<file path="src/rtl/bcd_to_binary.sv">
// ---------------------------------------------------------------------------
// bcd_to_binary
//
// Sequential packed-BCD to binary converter using the reverse double-dabble
// algorithm: one shift/adjust step per clock, OUTPUT_WIDTH steps per result.
//
// Parameters
//   DECIMAL_DIGITS : number of packed BCD digits on i_bcd
//   OUTPUT_WIDTH   : binary result width (10**DECIMAL_DIGITS <= 2**OUTPUT_WIDTH)
//
// Ports
//   clk      : rising-edge clock
//   reset    : synchronous, active-high reset
//   i_start  : conversion request, only looked at while idle
//   i_bcd    : packed BCD operand, most significant digit in the top nibble
//   o_binary : registered result, held until the next result or reset
//   o_dv     : one-cycle result-valid strobe
//   o_busy   : high whenever the converter is not idle
//   o_err    : invalid-digit flag, valid alongside o_dv
// ---------------------------------------------------------------------------
module bcd_to_binary #(
    parameter int DECIMAL_DIGITS = 6,
    parameter int OUTPUT_WIDTH   = 24
) (
    input  logic                        clk,
    input  logic                        reset,
    input  logic                        i_start,
    input  logic [4*DECIMAL_DIGITS-1:0] i_bcd,
    output logic [OUTPUT_WIDTH-1:0]     o_binary,
    output logic                        o_dv,
    output logic                        o_busy,
    output logic                        o_err
);

    localparam int BCD_W = 4 * DECIMAL_DIGITS;
    localparam int CNT_W = $clog2(OUTPUT_WIDTH + 1);

    typedef enum logic [1:0] {
        IDLE,
        CONVERT,
        DONE
    } state_t;

    state_t                  state_reg,  state_next;
    logic [BCD_W-1:0]        bcd_reg,    bcd_next;
    logic [OUTPUT_WIDTH-1:0] acc_reg,    acc_next;
    logic [CNT_W-1:0]        cnt_reg,    cnt_next;
    logic [OUTPUT_WIDTH-1:0] binary_reg, binary_next;
    logic                    err_reg,    err_next;

    // Per-digit helpers
    logic [DECIMAL_DIGITS-1:0] digit_bad;
    logic [BCD_W-1:0]          shifted_bcd;
    logic [BCD_W-1:0]          adjusted_bcd;
    logic [OUTPUT_WIDTH-1:0]   shifted_acc;
    logic                      any_bad;
    logic                      last_step;

    // {bcd, acc} >> 1: the BCD LSB drops into the accumulator MSB.
    assign shifted_bcd = {1'b0, bcd_reg[BCD_W-1:1]};
    assign shifted_acc = {bcd_reg[0], acc_reg[OUTPUT_WIDTH-1:1]};

    generate
        for (genvar gi = 0; gi < DECIMAL_DIGITS; gi++) begin : g_digit
            logic [3:0] nibble;

            assign digit_bad[gi] = (i_bcd[4*gi +: 4] > 4'd9);

            // Halving a digit whose upper neighbour shifted a one into it
            // leaves 8 + n/2; subtracting 3 restores the decimal weight
            // (10/2 = 5 instead of 8). Strictly nibble-local, no carries.
            assign nibble = shifted_bcd[4*gi +: 4];
            assign adjusted_bcd[4*gi +: 4] = (nibble >= 4'd8) ? (nibble - 4'd3) : nibble;
        end
    endgenerate

    assign any_bad   = |digit_bad;
    assign last_step = (cnt_reg == CNT_W'(OUTPUT_WIDTH - 1));

    // State and datapath registers
    always_ff @(posedge clk) begin
        if (reset) begin
            state_reg  <= IDLE;
            bcd_reg    <= '0;
            acc_reg    <= '0;
            cnt_reg    <= '0;
            binary_reg <= '0;
            err_reg    <= 1'b0;
        end else begin
            state_reg  <= state_next;
            bcd_reg    <= bcd_next;
            acc_reg    <= acc_next;
            cnt_reg    <= cnt_next;
            binary_reg <= binary_next;
            err_reg    <= err_next;
        end
    end

    // Next-state and datapath logic
    always_comb begin
        state_next  = state_reg;
        bcd_next    = bcd_reg;
        acc_next    = acc_reg;
        cnt_next    = cnt_reg;
        binary_next = binary_reg;
        err_next    = err_reg;

        case (state_reg)
            IDLE: begin
                if (i_start) begin
                    bcd_next = i_bcd;
                    acc_next = '0;
                    cnt_next = '0;
                    if (any_bad) begin
                        // Invalid operand: report immediately, no conversion.
                        binary_next = '0;
                        err_next    = 1'b1;
                        state_next  = DONE;
                    end else begin
                        state_next  = CONVERT;
                    end
                end
            end

            CONVERT: begin
                bcd_next = adjusted_bcd;
                acc_next = shifted_acc;
                cnt_next = cnt_reg + CNT_W'(1);
                if (last_step) begin
                    binary_next = shifted_acc;
                    err_next    = 1'b0;
                    state_next  = DONE;
                end
            end

            DONE: begin
                state_next = IDLE;
            end

            default: begin
                state_next = IDLE;
            end
        endcase
    end

    // Outputs are decoded straight from registers only.
    assign o_binary = binary_reg;
    assign o_err    = err_reg;
    assign o_dv     = (state_reg == DONE);
    assign o_busy   = (state_reg != IDLE);

endmodule

</file>
<file path="config.mk">
export PLATFORM = sky130hd
export DESIGN_NAME = bcd_to_binary
export DESIGN_NICKNAME = d
export VERILOG_FILES = /design/src/rtl/bcd_to_binary.sv
export SDC_FILE = /design/constraint.sdc
export NUM_CORES = 1
export LEC_CHECK = 0
export ABC_AREA = 1
export CAP_MARGIN = 0
export CORE_AREA = 5 5 88 90
export CTS_CLUSTER_SIZE = 10
export DETAILED_ROUTE_END_ITERATION = 7
export DIE_AREA = 0 0 93 95
export MAX_ROUTING_LAYER = met4
export PLACE_DENSITY = 0.79
export SYNTH_ARGS = -nofsm -noshare
export SYNTH_HDL_FRONTEND = slang
export SYNTH_SLANG_ARGS = --single-unit
</file>
<file path="constraint.sdc">
create_clock -name clk -period 1.85 [get_ports clk]
set_clock_uncertainty 0.2 [all_clocks]
set_input_delay 0.37 -clock clk [delete_from_list [all_inputs] [get_ports clk]]
set_output_delay 0.37 -clock clk [all_outputs]
set_load 0.05 [all_outputs]
</file>
==> flow_summary_export.csv, run 1 <==
group,metric,value,unit
critical_path,path_class,"register to output pin",
pwr,powerDensity,892,mW/mm^2
clock_network,clock-root-buffer,"clkbuf_8",
floorplanning,core_area,0.00698,mm^2
synthesis,avgSynthCellArea,7.63,um^2
route,avgViaCountPerCell,5.47,
grt,grtUsageTotal,19.4,%
critical_path,cp_cell_sequence,"buf_4 -> nor2_2 -> buf_12",
grt,gr-total-overflow,0,
final_layout,regArea,0.00158,mm^2
floorplanning,fp.dieH,95,um
placed_design,gp_congestion,0.820,
placed_design,placed_cells,602,
sta,timing.hold.ws,263,ps
sta,fin_crit_sh,97.5,%
grt,grt_pass1_vias,3159,
synthesis,synth_top_cell_area_share,43.6,%
final_layout,fin_util,65.8,%
synthesis,ys_dominant_reg_cell,"dfxtp_1",
sta,period_minus_slack,1800,ps
placed_design,dpl.hpwl,5430,um
sta,tightest_slew,290,ps
critical_path,arrival,1230,ps
sta,setup_ws,45.3,ps
synthesis,synth_edf_count,0,
pwr,power_leakage,0.00188,uW
clock_network,clock_latency,350,ps
grt,grt_max_degree,51,
grt,grt_antenna_before_repair,0,
synthesis,synth_largest_area_cell,"dfxtp_1",
route,antenna_left,0,
critical_path,cp_slowest_cell,"dfxtp_2",
critical_path,r2r_slack,120,ps
final_layout,nNetsFinal,573,
clock_network,cts_max_level,3,
route,drt-initial-drc-count,176,
clock_network,cts_tree,"done",
pwr,vdd_drop_max,438,uV
floorplanning,io_pins,54,
run_status,status,"completed",
route,routed_wl,8660,um
critical_path,worst_setup_path_end_kind,"output pin",
critical_path,crit_required,1280,ps
sta,setup_tns,0,ps
final_layout,antenna_cells,0,
sta,fmax,554,MHz
critical_path,critPathTopFamily,"flip-flops",
clock_network,clk_pin_slew,70,ps
synthesis,ys_ff_latch,79,
hold_path,hp-class,"register to register",
synthesis,synthTopCellsByArea,"dfxtp_1, nand2_1, a21oi_1, o21ai_0, ha_1",
synthesis,synthCells,476,
floorplanning,num_rows,31,
synthesis,yosys_warnings,0,
critical_path,worst-path-buf-inv,2,
floorplanning,die_w,93,um
route,routedWlPerCell,14.0,um
synthesis,synth.most_common_cell,"nand2_1",
placed_design,port_buffers,53,
final_layout,areaGrowthSynthToFinish,26.6,%
sta,hold_viol_final,0,
sta,setup_viol,0,
final_layout,drive_above_1_share,17.4,%
synthesis,yosys-top-cells-count,"nand2_1, dfxtp_1, a21oi_1",
critical_path,path_max_fanout,5,
final_layout,multi_input_area,0.00180,mm^2
synthesis,synth_area,0.00363,mm^2
floorplanning,start_util,52.0,%
clock_network,clk_path_buf_depth,2,
sta,slew_headroom,80.6,%
critical_path,critPathMaxStageDelay,370,ps
placed_design,pre_cts_ws,-327,ps
clock_network,holdBufCountCts,0,
route,vias,3396,
route,drc_errors,0,
synthesis,async_reset_ff_share,0,%
final_layout,fill_cells,591,
sta,rsz0062_at_grt,"no",
route,first_pass_iters,4,
clock_network,clock-sinks,79,
synthesis,syn_nets,514,
clock_network,cts_made_buffers,9,
critical_path,critPathLaunchType,"register",
synthesis,synth.distinct_cells,27,
sta,slew_viol_final,0,
synthesis,synth_seq_area_share,43.6,%
final_layout,layout.cells.non_filler,621,
grt,grt_pass1_wl,13500,um
floorplanning,dieArea,0.00884,mm^2
job,maxCapViolations,0,
-- final timing paths --
path,from,depth (start not counted),end
max,state_reg[0],3,o_dv
min,acc_reg[19],2,acc_reg[19]
max reg2reg,cnt_reg[0],9,o_binary[0]
min reg2reg,acc_reg[19],2,acc_reg[19]
-- stage by stage --
step / power, uW / area, um^2
floorplan: 2420 / 3630
global placement: 2670 / 4290
detailed placement: 2690 / 4290
CTS: 4090 / 4510
global route: 4270 / 4600
finish: 4100 / 4600
-- cell type report --
type | instances | area share, %
flip-flops and latches | 79 | 34.5
inverters | 24 | 1.96
clock inverters | 5 | 1.77
repair buffers | 80 | 17.4
well taps | 82 | 2.23
clock buffers | 10 | 2.99
multi-input cells | 341 | 39.2
-- worst register-to-register path, delay by kind of cell, from the launching register on --
family	cells	cell delay [ps]
simple gates	5	530
flops	1	360
fa+ha+maj	1	160
buf+inv	2	280
compound gates	1	100
-- layout by cell type, fill, tap and decap left out, types with 2 or more instances in the layout --
cell and instances:
clkbuf_8 10, buf_4 44, o21ai_0 37, nand3_1 23
clkdlybuf4s50_1 26, inv_1 19, a21oi_1 76, nor2_1 31
o211ai_1 5, clkbuf_16 2, nor2_4 3, ha_1 11
dfxtp_1 77, nand3_2 10, nand2_1 107, o21bai_1 5
bufinv_16 2, dfxtp_2 2, inv_2 4, a31oi_1 13
o21ai_1 7, xnor2_1 5, buf_12 8
-- routing by layer --
metal  global-route usage, %  part of all wire (%)
met5                       -                     0
met2                    31.9                    50
met1                    23.2                    44
met3                    4.22                   4.4
met4                    7.69                   1.7
-- power breakdown --
group	internal [uW]	total, uW	switching, uW
registers	1800	1860	66.4
logic	327	820	493
clock network	792	1420	624
total	2910	4100	1180
-- kinds of logic after synthesis --
kind of cell	count (synthesis)	synth area share (%)
and+or+nand+nor	179	21.8
AOI/OAI and AO/OA	146	22.0
DFF	79	43.6
buffers and inverters	56	7.65
adders and majority gates	11	3.79
xor gates and xnor gates	5	1.21
-- repair_timing --
action                     CTS  global route
buffers inserted             0             2
resized for setup            3             7
pin swaps                    0             5
setup endpoints to repair    2            23
gates cloned                 0             2
Note: power is estimated with default switching activity, not from simulation.
==> run 2, diff against run 1 <==
--- a/config.mk
+++ b/config.mk
@@ -7,12 +7,12 @@
 export LEC_CHECK = 0
 export ABC_AREA = 1
 export CAP_MARGIN = 0
-export CORE_AREA = 5 5 88 90
-export CTS_CLUSTER_SIZE = 10
+export CORE_AREA = 5 5 93 86
+export CTS_CLUSTER_SIZE = 28
 export DETAILED_ROUTE_END_ITERATION = 7
-export DIE_AREA = 0 0 93 95
+export DIE_AREA = 0 0 98 91
 export MAX_ROUTING_LAYER = met4
-export PLACE_DENSITY = 0.79
+export PLACE_DENSITY = 0.78
 export SYNTH_ARGS = -nofsm -noshare
 export SYNTH_HDL_FRONTEND = slang
 export SYNTH_SLANG_ARGS = --single-unit
==> flow_summary_export.csv, run 2 (synthesis gave the netlist of run 1 again) <==
group,metric,value,unit
run_status,status,"completed",
route,routed_wl,8350,um
pwr,power_leakage,0.00185,uW
hold_path,holdPathStages,2,
sta,setup_viol,0,
route,drc_errors,0,
grt,grt_pass1_wl,14100,um
clock_network,cts_max_level,3,
pwr,pwr-share-seq,48.2,%
critical_path,r2r_slack,140,ps
placed_design,placed_area,0.00433,mm^2
critical_path,path_class,"register to output pin",
final_layout,multi_input_area,0.00178,mm^2
final_layout,fin_area,0.00455,mm^2
grt,grt_antenna_before_repair,0,
critical_path,crit_required,1280,ps
final_layout,layout_common_cells,"nand2_1, dfxtp_1, a21oi_1, buf_4, o21ai_0",
sta,period_minus_slack,1810,ps
floorplanning,dieArea,0.00892,mm^2
critical_path,arrival,1240,ps
pwr,switching_share,30.5,%
route,avgViaCountPerCell,5.31,
critical_path,endpoint,"o_busy",
floorplanning,fp.dieH,91,um
route,vias,3366,
final_layout,mostFrequentLayoutCell,"nand2_1",
critical_path,cp_cell_sequence,"buf_4 -> nor2_4 -> inv_2 -> buf_12",
floorplanning,core_area,0.00693,mm^2
sta,rsz0062_at_grt,"yes",
critical_path,worst_setup_path_end_kind,"output pin",
sta,slew_viol_final,0,
final_layout,nNetsFinal,574,
sta,hold_viol_final,0,
final_layout,fin_util,65.6,%
route,routedWlPerCell,13.2,um
placed_design,port_buffers,53,
final_layout,drive_above_1_share,17.4,%
job,maxCapViolations,0,
critical_path,critPathMaxStageDelay,370,ps
sta,slew_headroom,76.4,%
critical_path,worst-path-stages,4,
clock_network,cts_made_buffers,9,
pwr,p_clk_share,30.8,%
clock_network,cts_tree,"done",
critical_path,cp_slowest_cell,"dfxtp_4",
grt,grt_max_degree,47,
pwr,powerDensity,848,mW/mm^2
floorplanning,io_pins,54,
sta,fmax,554,MHz
critical_path,reg2reg_depth,9,
pwr,combPwrFrac,21.0,%
grt,grt_pass1_vias,3167,
floorplanning,die_w,98,um
placed_design,dpl.hpwl,5470,um
critical_path,critPathTopFamily,"buffers and inverters",
clock_network,clk_pin_slew,80,ps
critical_path,crit_start,"state_reg[0]",
route,first_pass_iters,4,
route,drt-initial-drc-count,173,
final_layout,fill_cells,599,
critical_path,worst-path-buf-inv,3,
clock_network,clk_path_buf_depth,2,
placed_design,gp_congestion,0.852,
route,antenna_left,0,
critical_path,worst_r2r_endpoint,"o_binary[2]",
sta,tightest_slew,353,ps
clock_network,clock-sinks,79,
clock_network,clock-root-buffer,"clkbuf_8",
grt,grtUsageTotal,19.3,%
sta,fin_crit_sh,97.6,%
hold_path,hp-class,"register to register",
grt,gr-total-overflow,0,
clock_network,clock_latency,340,ps
pwr,p_sw,1170,uW
critical_path,critPathLaunchType,"register",
final_layout,antenna_cells,0,
final_layout,areaGrowthSynthToFinish,25.3,%
pwr,internal_power,2680,uW
pwr,p_total,3860,uW
critical_path,r2r_start,"cnt_reg[0]",
critical_path,path_max_fanout,7,
pwr,vdd_drop_max,702,uV
final_layout,regArea,0.00159,mm^2
floorplanning,start_util,52.4,%
floorplanning,num_rows,29,
sta,setup_tns,0,ps
## run 2: changes by cell type in the layout (fill, tap and decap cells not counted), sizes merged
cell	delta
clkinvlp	+1
bufinv	-2
buf	+3
## run 2: worst reg2reg max path, stage by stage, from the launching register on
cell,delay (ps)
dfxtp_1,370
ha_1,180
nand2_1,100
inv_2,90
a31oi_4,90
nor2_4,140
buf_12,210
nand3_1,110
nand2_1,70
nor2_1,40
## run 2: per-stage QoR
| stage | hold slack (ps) | setup WS [ps] | std cells |
|---|---|---|---|
| after floorplan | 240 | 197 | 476 |
| after global placement | 248 | -185 | 616 |
| after detailed placement | 254 | -217 | 616 |
| after CTS | 266 | 17.6 | 632 |
| after global routing | 276 | -12.6 | 634 |
| final | 265 | 44.4 | 634 |
## run 2: worst min path at each step
stage,startpoint,to,slack (ps)
CTS,acc_reg[22],acc_reg[22],270
global route,acc_reg[21],acc_reg[21],280
detailed placement,acc_reg[22],acc_reg[22],250
floorplan,bcd_reg[23],bcd_reg[23],240
global placement,acc_reg[3],acc_reg[3],250
finish,acc_reg[6],acc_reg[6],260
## run 2: cell type report
type | instances | area share [%]
sequential | 79 | 34.9
timing repair buffer | 81 | 17.4
clock inverter | 4 | 0.633
multi-input combinational | 341 | 39.2
inverter | 24 | 1.98
clock buffer | 12 | 3.41
tap | 93 | 2.56
## run 2: per-layer routing
metal  part of all wire [%]  global-route usage (%)  vias up  wire length [um]
li1                       -                       -     1714                 -
met1                     45                    23.1     1561              3750
met2                     49                    32.3       79              4100
met3                    4.5                    5.13       12               377
met4                    1.5                    5.31        0               123
met5                      0                       -        -                 0
## run 2: repair_timing
action | in CTS | in global routing
buffers inserted | 0 | 2
gates cloned | 0 | 0
endpoints found under the setup margin | 2 | 3
hold buffers | 0 | 0
pin swaps | 0 | 1
gates resized for setup | 3 | 4
## run 2: power groups by stage
stage / logic [uW] / registers [uW] / clock network [uW]
final: 812 / 1860 / 1190
after detailed placement: 803 / 1900 / 0
after global routing: 885 / 1870 / 1290
after CTS: 809 / 1860 / 1220
after floorplan: 374 / 2050 / 0
after global placement: 790 / 1900 / 0
==> run 3, diff against run 2 <==
--- a/config.mk
+++ b/config.mk
@@ -7,12 +7,13 @@
 export LEC_CHECK = 0
 export ABC_AREA = 1
 export CAP_MARGIN = 0
-export CORE_AREA = 5 5 93 86
+export CORE_AREA = 5 5 98 82
 export CTS_CLUSTER_SIZE = 28
 export DETAILED_ROUTE_END_ITERATION = 7
-export DIE_AREA = 0 0 98 91
+export DIE_AREA = 0 0 103 87
 export MAX_ROUTING_LAYER = met4
 export PLACE_DENSITY = 0.78
+export REMOVE_ABC_BUFFERS = 1
 export SYNTH_ARGS = -nofsm -noshare
 export SYNTH_HDL_FRONTEND = slang
 export SYNTH_SLANG_ARGS = --single-unit
==> flow_summary_export.csv, run 3 (synthesis gave the netlist of run 1 again) <==
group,metric,value,unit
run_status,status,"completed",
final_layout,antenna_cells,0,
clock_network,cts_made_buffers,9,
sta,slew_headroom,75.1,%
placed_design,gp_congestion,0.871,
clock_network,clock-sinks,79,
floorplanning,start_util,51.3,%
clock_network,cts_max_level,3,
critical_path,cp_slowest_cell,"dfxtp_4",
final_layout,layout_common_cells,"nand2_1, dfxtp_1, a21oi_1, buf_4, o21ai_0",
grt,grt_antenna_before_repair,0,
grt,grt_pass1_wl,14100,um
grt,grt_max_degree,51,
floorplanning,num_rows,28,
critical_path,worst_setup_path_end_kind,"output pin",
sta,slew_viol_final,0,
route,avgViaCountPerCell,5.31,
route,routed_wl,8210,um
sta,fin_crit_sh,98.6,%
clock_network,clk_path_buf_depth,2,
critical_path,path_max_fanout,6,
critical_path,cp_cell_sequence,"buf_4 -> nor2_4 -> inv_1 -> buf_12",
critical_path,path_class,"register to output pin",
floorplanning,io_pins,54,
grt,gr-total-overflow,0,
placed_design,port_buffers,53,
hold_path,hp-class,"register to register",
sta,fmax,548,MHz
sta,tightest_slew,373,ps
clock_network,clk_pin_slew,70,ps
clock_network,clock-root-buffer,"clkbuf_8",
floorplanning,fp.dieH,87,um
grt,grtUsageTotal,19.9,%
sta,rsz0062_at_grt,"yes",
clock_network,cts_tree,"done",
final_layout,nNetsFinal,569,
sta,setup_tns,0,ps
critical_path,critPathTopFamily,"buffers and inverters",
route,drc_errors,0,
job,maxCapViolations,0,
grt,grt_pass1_vias,3216,
route,drt-initial-drc-count,164,
final_layout,mostFrequentLayoutCell,"nand2_1",
clock_network,clock_latency,350,ps
route,first_pass_iters,4,
critical_path,critPathLaunchType,"register",
final_layout,areaGrowthSynthToFinish,24.4,%
critical_path,worst-path-buf-inv,3,
route,vias,3327,
pwr,p_total,3990,uW
sta,period_minus_slack,1820,ps
floorplanning,dieArea,0.00896,mm^2
sta,setup_viol,0,
floorplanning,core_area,0.00708,mm^2
pwr,power_leakage,0.00183,uW
final_layout,drive_above_1_share,16.0,%
final_layout,fill_cells,625,
floorplanning,die_w,103,um
pwr,powerDensity,883,mW/mm^2
critical_path,crit_required,1280,ps
pwr,vdd_drop_max,415,uV
route,routedWlPerCell,13.1,um
critical_path,arrival,1250,ps
placed_design,dpl.hpwl,5600,um
critical_path,critPathMaxStageDelay,380,ps
route,antenna_left,0,
sta,hold_viol_final,0,
==> run 3: stage by stage <==
stage          utilization, %  setup WS (ps)  cells  hold slack [ps]  instance area [um^2]
3_3_place_gp             60.7           -289    610              249                  4300
4_1_cts                  63.7          -46.2    626              263                  4510
5_1_grt                  63.8          -28.7    626              282                  4520
6_report                 63.8           25.4    626              264                  4520
2_1_floorplan               -           -591    444              235                  3440
3_5_place_dp             60.7           -299    610              252                  4300
==> run 3: where the power goes <==
group / total, uW / switching [uW] / internal (uW)
clock network: 1320 / 589 / 736
logic: 798 / 479 / 319
registers: 1860 / 69.3 / 1790
total: 3990 / 1140 / 2850
==> run 3: final timing paths <==
kind,start,end,slack [ps],cells past startpoint
setup / recovery,state_reg[0],o_busy,30,4
hold / removal,acc_reg[4],acc_reg[4],260,2
setup reg to reg,cnt_reg[0],o_binary[3],120,8
hold reg to reg,acc_reg[4],acc_reg[4],260,2
==> run 3: worst min-delay path, cell delays in order (launching register included) <==
cell and delay, ps:
dfxtp_1 310, nand2_1 60, a21oi_1 50
==> run 3: layout make-up <==
class | count | area (um^2) | area share [%]
timing repair buffer | 76 | 736 | 16.3
inverter | 24 | 90.1 | 1.99
sequential | 79 | 1590 | 35.1
clock buffer | 14 | 173 | 3.82
tap | 90 | 113 | 2.49
clock inverter | 2 | 37.5 | 0.831
multi-input combinational | 341 | 1780 | 39.5
==> run 3: what timing repair did <==
item | in CTS | in global routing
endpoints found under the hold margin | 0 | 0
setup buffers | 0 | 0
resized for setup | 1 | 4
endpoints found under the setup margin | 2 | 19
hold buffers | 0 | 0
==> run 3: per-layer routing <==
| layer | wire length, um | GRT usage [%] |
|---|---|---|
| met4 | 93 | 5.29 |
| met1 | 3650 | 24.2 |
| met2 | 4100 | 32.8 |
| met3 | 369 | 5.04 |
| met5 | 0 | - |
